--- src/rtl/lut_sequencer.sv ---
// rtl/lut_sequencer.sv - 16x8 program lookup table with init fill, boot load and registered reads
//
// Ports:
//   Clk, Reset         clock and synchronous active-high reset
//   ld_valid/ld_key/ld_value/ld_last, ld_ready   loader write handshake
//   rd_req/rd_key      datapath read request
//   rd_valid/rd_value  registered read response (one-cycle latency)
//   tbl_ready          table programmed, serving reads
module lut_sequencer #(
    parameter int               KEY_W    = 4,
    parameter int               VAL_W    = 8,
    parameter logic [VAL_W-1:0] INIT_VAL = 8'hFF
) (
    input  logic             Clk,
    input  logic             Reset,
    input  logic             ld_valid,
    input  logic [KEY_W-1:0] ld_key,
    input  logic [VAL_W-1:0] ld_value,
    input  logic             ld_last,
    output logic             ld_ready,
    input  logic             rd_req,
    input  logic [KEY_W-1:0] rd_key,
    output logic             rd_valid,
    output logic [VAL_W-1:0] rd_value,
    output logic             tbl_ready
);

    localparam int DEPTH = 1 << KEY_W;

    typedef enum logic [1:0] {
        ST_INIT = 2'd0,
        ST_LOAD = 2'd1,
        ST_RUN  = 2'd2
    } state_t;

    state_t             state_q, state_d;
    logic [KEY_W-1:0]   fill_cnt_q, fill_cnt_d;
    logic [VAL_W-1:0]   mem_q [DEPTH];
    logic [VAL_W-1:0]   mem_d [DEPTH];
    logic               rd_valid_q, rd_valid_d;
    logic [VAL_W-1:0]   rd_value_q, rd_value_d;

    always_comb begin
        state_d    = state_q;
        fill_cnt_d = fill_cnt_q;
        mem_d      = mem_q;
        rd_valid_d = 1'b0;
        rd_value_d = rd_value_q;
        ld_ready   = 1'b0;
        tbl_ready  = 1'b0;

        case (state_q)
            ST_INIT: begin
                mem_d[fill_cnt_q] = INIT_VAL;
                fill_cnt_d        = fill_cnt_q + 1'b1;
                if (fill_cnt_q == {KEY_W{1'b1}}) begin
                    state_d = ST_LOAD;
                end
            end
            ST_LOAD: begin
                ld_ready = 1'b1;
                if (ld_valid) begin
                    mem_d[ld_key] = ld_value;
                    if (ld_last) begin
                        state_d = ST_RUN;
                    end
                end
            end
            ST_RUN: begin
                tbl_ready = 1'b1;
                // The table has a single access slot per cycle; a read owns it
                // and any pending loader write waits for an idle read cycle.
                ld_ready  = ~rd_req;
                if (rd_req) begin
                    rd_valid_d = 1'b1;
                    rd_value_d = mem_q[rd_key];
                end else if (ld_valid) begin
                    mem_d[ld_key] = ld_value;
                end
            end
            default: begin
                state_d = ST_INIT;
            end
        endcase
    end

    // Table contents are not cleared by Reset; the INIT fill rewrites them.
    always_ff @(posedge Clk) begin
        if (Reset) begin
            state_q    <= ST_INIT;
            fill_cnt_q <= '0;
            rd_valid_q <= 1'b0;
            rd_value_q <= '0;
        end else begin
            state_q    <= state_d;
            fill_cnt_q <= fill_cnt_d;
            rd_valid_q <= rd_valid_d;
            rd_value_q <= rd_value_d;
            mem_q      <= mem_d;
        end
    end

    assign rd_valid = rd_valid_q;
    assign rd_value = rd_value_q;

endmodule

--- config.mk ---
export PLATFORM = sky130hd
export DESIGN_NAME = lut_sequencer
export DESIGN_NICKNAME = d
export VERILOG_FILES = /design/src/rtl/lut_sequencer.sv
export SDC_FILE = /design/constraint.sdc
export NUM_CORES = 1
export LEC_CHECK = 0
export ABC_AREA = 1
export BUFFER_PORTS_ARGS = -buffer_cell sky130_fd_sc_hd__buf_4
export CAP_MARGIN = 30
export CORE_UTILIZATION = 60
export DETAILED_ROUTE_END_ITERATION = 6
export GPL_ROUTABILITY_DRIVEN = 0
export GPL_TIMING_DRIVEN = 0
export PLACE_DENSITY = 0.84
export SLEW_MARGIN = 5
export SYNTH_ARGS = -nofsm -noshare
export SYNTH_HDL_FRONTEND = slang
export SYNTH_SLANG_ARGS = --single-unit
export TNS_END_PERCENT = 50
--- constraint.sdc ---
create_clock -name Clk -period 3.7 [get_ports Clk]
set_clock_uncertainty 0.15 [all_clocks]
set_input_delay 0.555 -clock Clk [delete_from_list [all_inputs] [get_ports Clk]]
set_output_delay 0.555 -clock Clk [all_outputs]
set_load 0.02 [all_outputs]
==> load_flow_metrics.sql <==
INSERT INTO impl_metrics (metric_group, metric, value, unit) VALUES
('sta', 'slew_violations', '0', ''),
('detailed_routing', 'routed_via_density', '5.95', ''),
('logic_synthesis', 'post_synth.cell_area_avg', '7.72', 'µm²'),
('power_and_ir_drop', 'peakVddDrop', '0.000456', 'V'),
('hold_path', 'worst_hold_path_type', 'primary input to register', ''),
('placement', 'numPortBuffers', '27', ''),
('logic_synthesis', 'synth.cell_area', '0.00826', 'mm²'),
('sta', 'timing.setup.tns', '0', 'ns'),
('sta', 'max_slew.worst_pin.slew', '0.885', 'ns'),
('logic_synthesis', 'synth.distinct_cells', '22', ''),
('grt', 'global_route.usage.total', '36.9', '%'),
('sta', 'hold_violation_total_from_the_final_report', '0', ''),
('power_and_ir_drop', 'comb_power_share', '41.2', '%'),
('logic_synthesis', 'synth_top_area_share', '46.5', '%'),
('grt', 'via_count_of_the_first_global_routing_pass', '7389', ''),
('detailed_routing', 'wirelength', '25100', 'µm'),
('worst_setup_path', 'delay_of_the_slowest_cell_on_the_worst_path', '0.37', 'ns'),
('worst_setup_path', 'critPathMostFrequentCell', 'sky130_fd_sc_hd__buf_2', ''),
('final_layout', 'sequential_cell_area', '0.00414', 'mm²'),
('cts', 'ctsHtreeMaxLevel', '4', ''),
('detailed_routing', 'route.vias.total', '7758', ''),
('floorplanning', 'die_area', '0.0142', 'mm²'),
('final_layout', 'area_delta_synth_final', '12.1', '%'),
('final_layout', 'design.final.nets', '1150', ''),
('sta', 'rsz_0062_raised_after_global_routing', 'false', ''),
('power_and_ir_drop', 'seq_power_share', '39.2', '%'),
('grt', 'remaining_overflow_grt', '0', ''),
('final_layout', 'layout.core_utilization', '69.4', '%'),
('floorplanning', 'rows', '42', ''),
('cts', 'cts_hold_buffers', '0', ''),
('sta', 'post-route-min-period', '3.19', 'ns'),
('detailed_routing', 'drt_first_iter_violations', '1107', ''),
('floorplanning', 'die_width', '119', 'µm'),
('power_and_ir_drop', 'p_per_area', '959', 'mW/mm²'),
('logic_synthesis', 'cell_types_occupying_the_most_area_after_synthesis', 'sky130_fd_sc_hd__edfxtp_1, sky130_fd_sc_hd__nand2_1, sky130_fd_sc_hd__o21ai_0', ''),
('cts', 'clock_latency_on_the_worst_skew_pair', '0.43', 'ns'),
('worst_setup_path', 'start_kind', 'register', ''),
('power_and_ir_drop', 'switching_share', '41.6', '%'),
('floorplanning', 'core_area', '0.0133', 'mm²'),
('worst_setup_path', 'cell_by_cell_trace_of_the_critical_path', 'inv_1 > ha_1 > buf_2 > inv_1 > buf_2 > buf_2 > a21oi_1 > buf_4', ''),
('sta', 'layout_worst_path_cycle_share', '86.1', '%'),
('worst_setup_path', 'critPathTopFamily', 'buffers and inverters', ''),
('detailed_routing', 'drtAntennaViolNets', '0', ''),
('cts', 'cts_root_buffer', 'sky130_fd_sc_hd__clkbuf_16', ''),
('logic_synthesis', 'yosys_register_bits', '143', ''),
('job', 'max_cap_viol_count', '0', ''),
('sta', 'fmaxAchievable', '314', 'MHz'),
('final_layout', 'n_antenna_cell', '0', ''),
('logic_synthesis', 'synth_warnings', '0', ''),
('status', 'outcome', 'finished, final reports clean', ''),
('cts', 'cts_tree', 'yes', ''),
('sta', 'setup_violations', '0', ''),
('worst_setup_path', 'timing.critical_path.slowest_stage_cell', 'sky130_fd_sc_hd__dfxtp_1', ''),
('logic_synthesis', 'yosysTopAreaCell', 'sky130_fd_sc_hd__edfxtp_1', ''),
('logic_synthesis', 'synth-seq-area-share', '50.2', '%'),
('detailed_routing', 'routed_wire_length_per_instance', '19.3', 'µm'),
('floorplanning', 'io-pin-count', '32', ''),
('grt', 'antenna_found_initial', '0', ''),
('worst_setup_path', 'crit_path_max_fanout', '10', ''),
('floorplanning', 'die_y', '119', 'µm'),
('placement', 'dp.final_hpwl', '17300', 'µm'),
('cts', 'clkSlewWorstSetupHoldPaths', '0.05', 'ns'),
('final_layout', 'post_route_cells_drive_above_1_share', '9.31', '%'),
('cts', 'cts-buffers-inserted', '17', ''),
('power_and_ir_drop', 'p_int', '5.18', 'mW'),
('grt', 'pin_count_of_the_biggest_net_entering_global_routing', '17', ''),
('worst_setup_path', 'worst-endpoint-required', '2.99', 'ns'),
('logic_synthesis', 'synth_fp_nets', '1104', ''),
('detailed_routing', 'drc_errors', '0', ''),
('power_and_ir_drop', 'static-leakage-power', '4.33', 'nW'),
('cts', 'post_cts_buffers', '0', '');
[per-stage QoR]
stage,setup WS [ns],cells,cell area [µm²],hold slack [ns],power [mW]
6_report,0.513,1304,9260,0.265,8.88
5_1_grt,0.396,1304,9260,0.292,9.41
4_1_cts,0.540,1304,9260,0.264,8.70
3_5_place_dp,0.649,1273,8680,0.404,6.96
3_3_place_gp,0.760,1273,8680,0.394,6.79
2_1_floorplan,1.39,1070,8260,0.368,5.81
[layout by cell type (no fill, tap or decap), types with 15 or more instances in the layout]
master,instances
sky130_fd_sc_hd__buf_4,29
sky130_fd_sc_hd__clkbuf_1,16
sky130_fd_sc_hd__nand2_1,393
sky130_fd_sc_hd__dfxtp_1,15
sky130_fd_sc_hd__a21oi_1,19
sky130_fd_sc_hd__inv_1,125
sky130_fd_sc_hd__nand3_1,115
sky130_fd_sc_hd__buf_2,30
sky130_fd_sc_hd__clkbuf_16,17
sky130_fd_sc_hd__o21ai_0,153
sky130_fd_sc_hd__nor2_1,29
sky130_fd_sc_hd__edfxtp_1,128
[Yosys cell counts]
cell type / count
sky130_fd_sc_hd__nand2_1: 393
sky130_fd_sc_hd__nand3_1: 115
sky130_fd_sc_hd__inv_2: 4
sky130_fd_sc_hd__nor3_1: 3
sky130_fd_sc_hd__buf_6: 8
sky130_fd_sc_hd__nor3b_1: 1
sky130_fd_sc_hd__o21ai_1: 7
sky130_fd_sc_hd__inv_1: 125
sky130_fd_sc_hd__xor2_1: 1
sky130_fd_sc_hd__o211ai_2: 1
sky130_fd_sc_hd__a211oi_1: 3
sky130_fd_sc_hd__ha_1: 13
sky130_fd_sc_hd__a21oi_1: 19
sky130_fd_sc_hd__edfxtp_1: 128
sky130_fd_sc_hd__nor2_1: 29
sky130_fd_sc_hd__dfxtp_1: 15
sky130_fd_sc_hd__buf_2: 30
sky130_fd_sc_hd__nand3_2: 1
sky130_fd_sc_hd__clkbuf_1: 15
sky130_fd_sc_hd__o21ai_0: 153
sky130_fd_sc_hd__nor2_2: 4
sky130_fd_sc_hd__buf_4: 2
[layer usage]
| metal | wire length [µm] | GRT usage, % |
|---|---|---|
| met1 | 9270 | 46.2 |
| met5 | 0 | 0 |
| met4 | 1470 | 23.0 |
| met3 | 3270 | 11.3 |
| met2 | 11100 | 55.6 |
[power by group through the flow]
stage / clock, mW / sequential [mW] / combinational (mW)
global route: 1.78 / 3.57 / 4.07
global placement: 0 / 3.45 / 3.34
floorplan: 0 / 3.37 / 2.44
finish: 1.74 / 3.48 / 3.65
detailed placement: 0 / 3.49 / 3.47
CTS: 1.72 / 3.46 / 3.52
[registers in the layout, summed over array words and instances (netlist names)]
name and flops:
rd_value 8, state_q 2, fill_cnt_q 4, rd_valid 1, mem_q 128
[final cells by class]
cell class | instances | share of cell area [%]
sequential | 143 | 44.8
multi-input combinational | 743 | 35.9
inverter | 129 | 5.23
clock buffer | 18 | 4.64
buffer | 55 | 3.36
tap | 176 | 2.38
timing repair buffer | 27 | 2.19
clock inverter | 13 | 1.59
[cell families (layout without fill, tap and decap cells)]
kind of cell / after synthesis / after routing / share of synthesized area [%]
DFF: 143 / 143 / 50.2
and+or+nand+nor: 546 / 546 / 26.8
AOI/OAI and AO/OA: 183 / 183 / 11.3
adders and majority gates: 13 / 13 / 1.97
xor gates and xnor gates: 1 / 1 / 0.106
buffers and inverters: 184 / 242 / 9.63
[final timing paths]
kind,slack [ns],from,cells after the start,endpoint
worst max-delay path,0.51,state_q[0],8,ld_ready
worst min-delay path,0.27,rd_req,3,rd_valid
worst max register to register,0.64,state_q[0],7,mem_q[16]
worst min register to register,0.42,rd_value[3],4,rd_value[3]
[worst reg2reg max path, cell delays in order, from the launching register on]
cell and delay [ns]:
sky130_fd_sc_hd__dfxtp_1 0.37, sky130_fd_sc_hd__inv_1 0.12, sky130_fd_sc_hd__ha_1 0.30, sky130_fd_sc_hd__buf_2 0.17, sky130_fd_sc_hd__inv_1 0.21, sky130_fd_sc_hd__o211ai_2 0.33, sky130_fd_sc_hd__buf_2 0.33, sky130_fd_sc_hd__a21oi_1 0.71
Note: power is estimated with default switching activity, not from simulation.
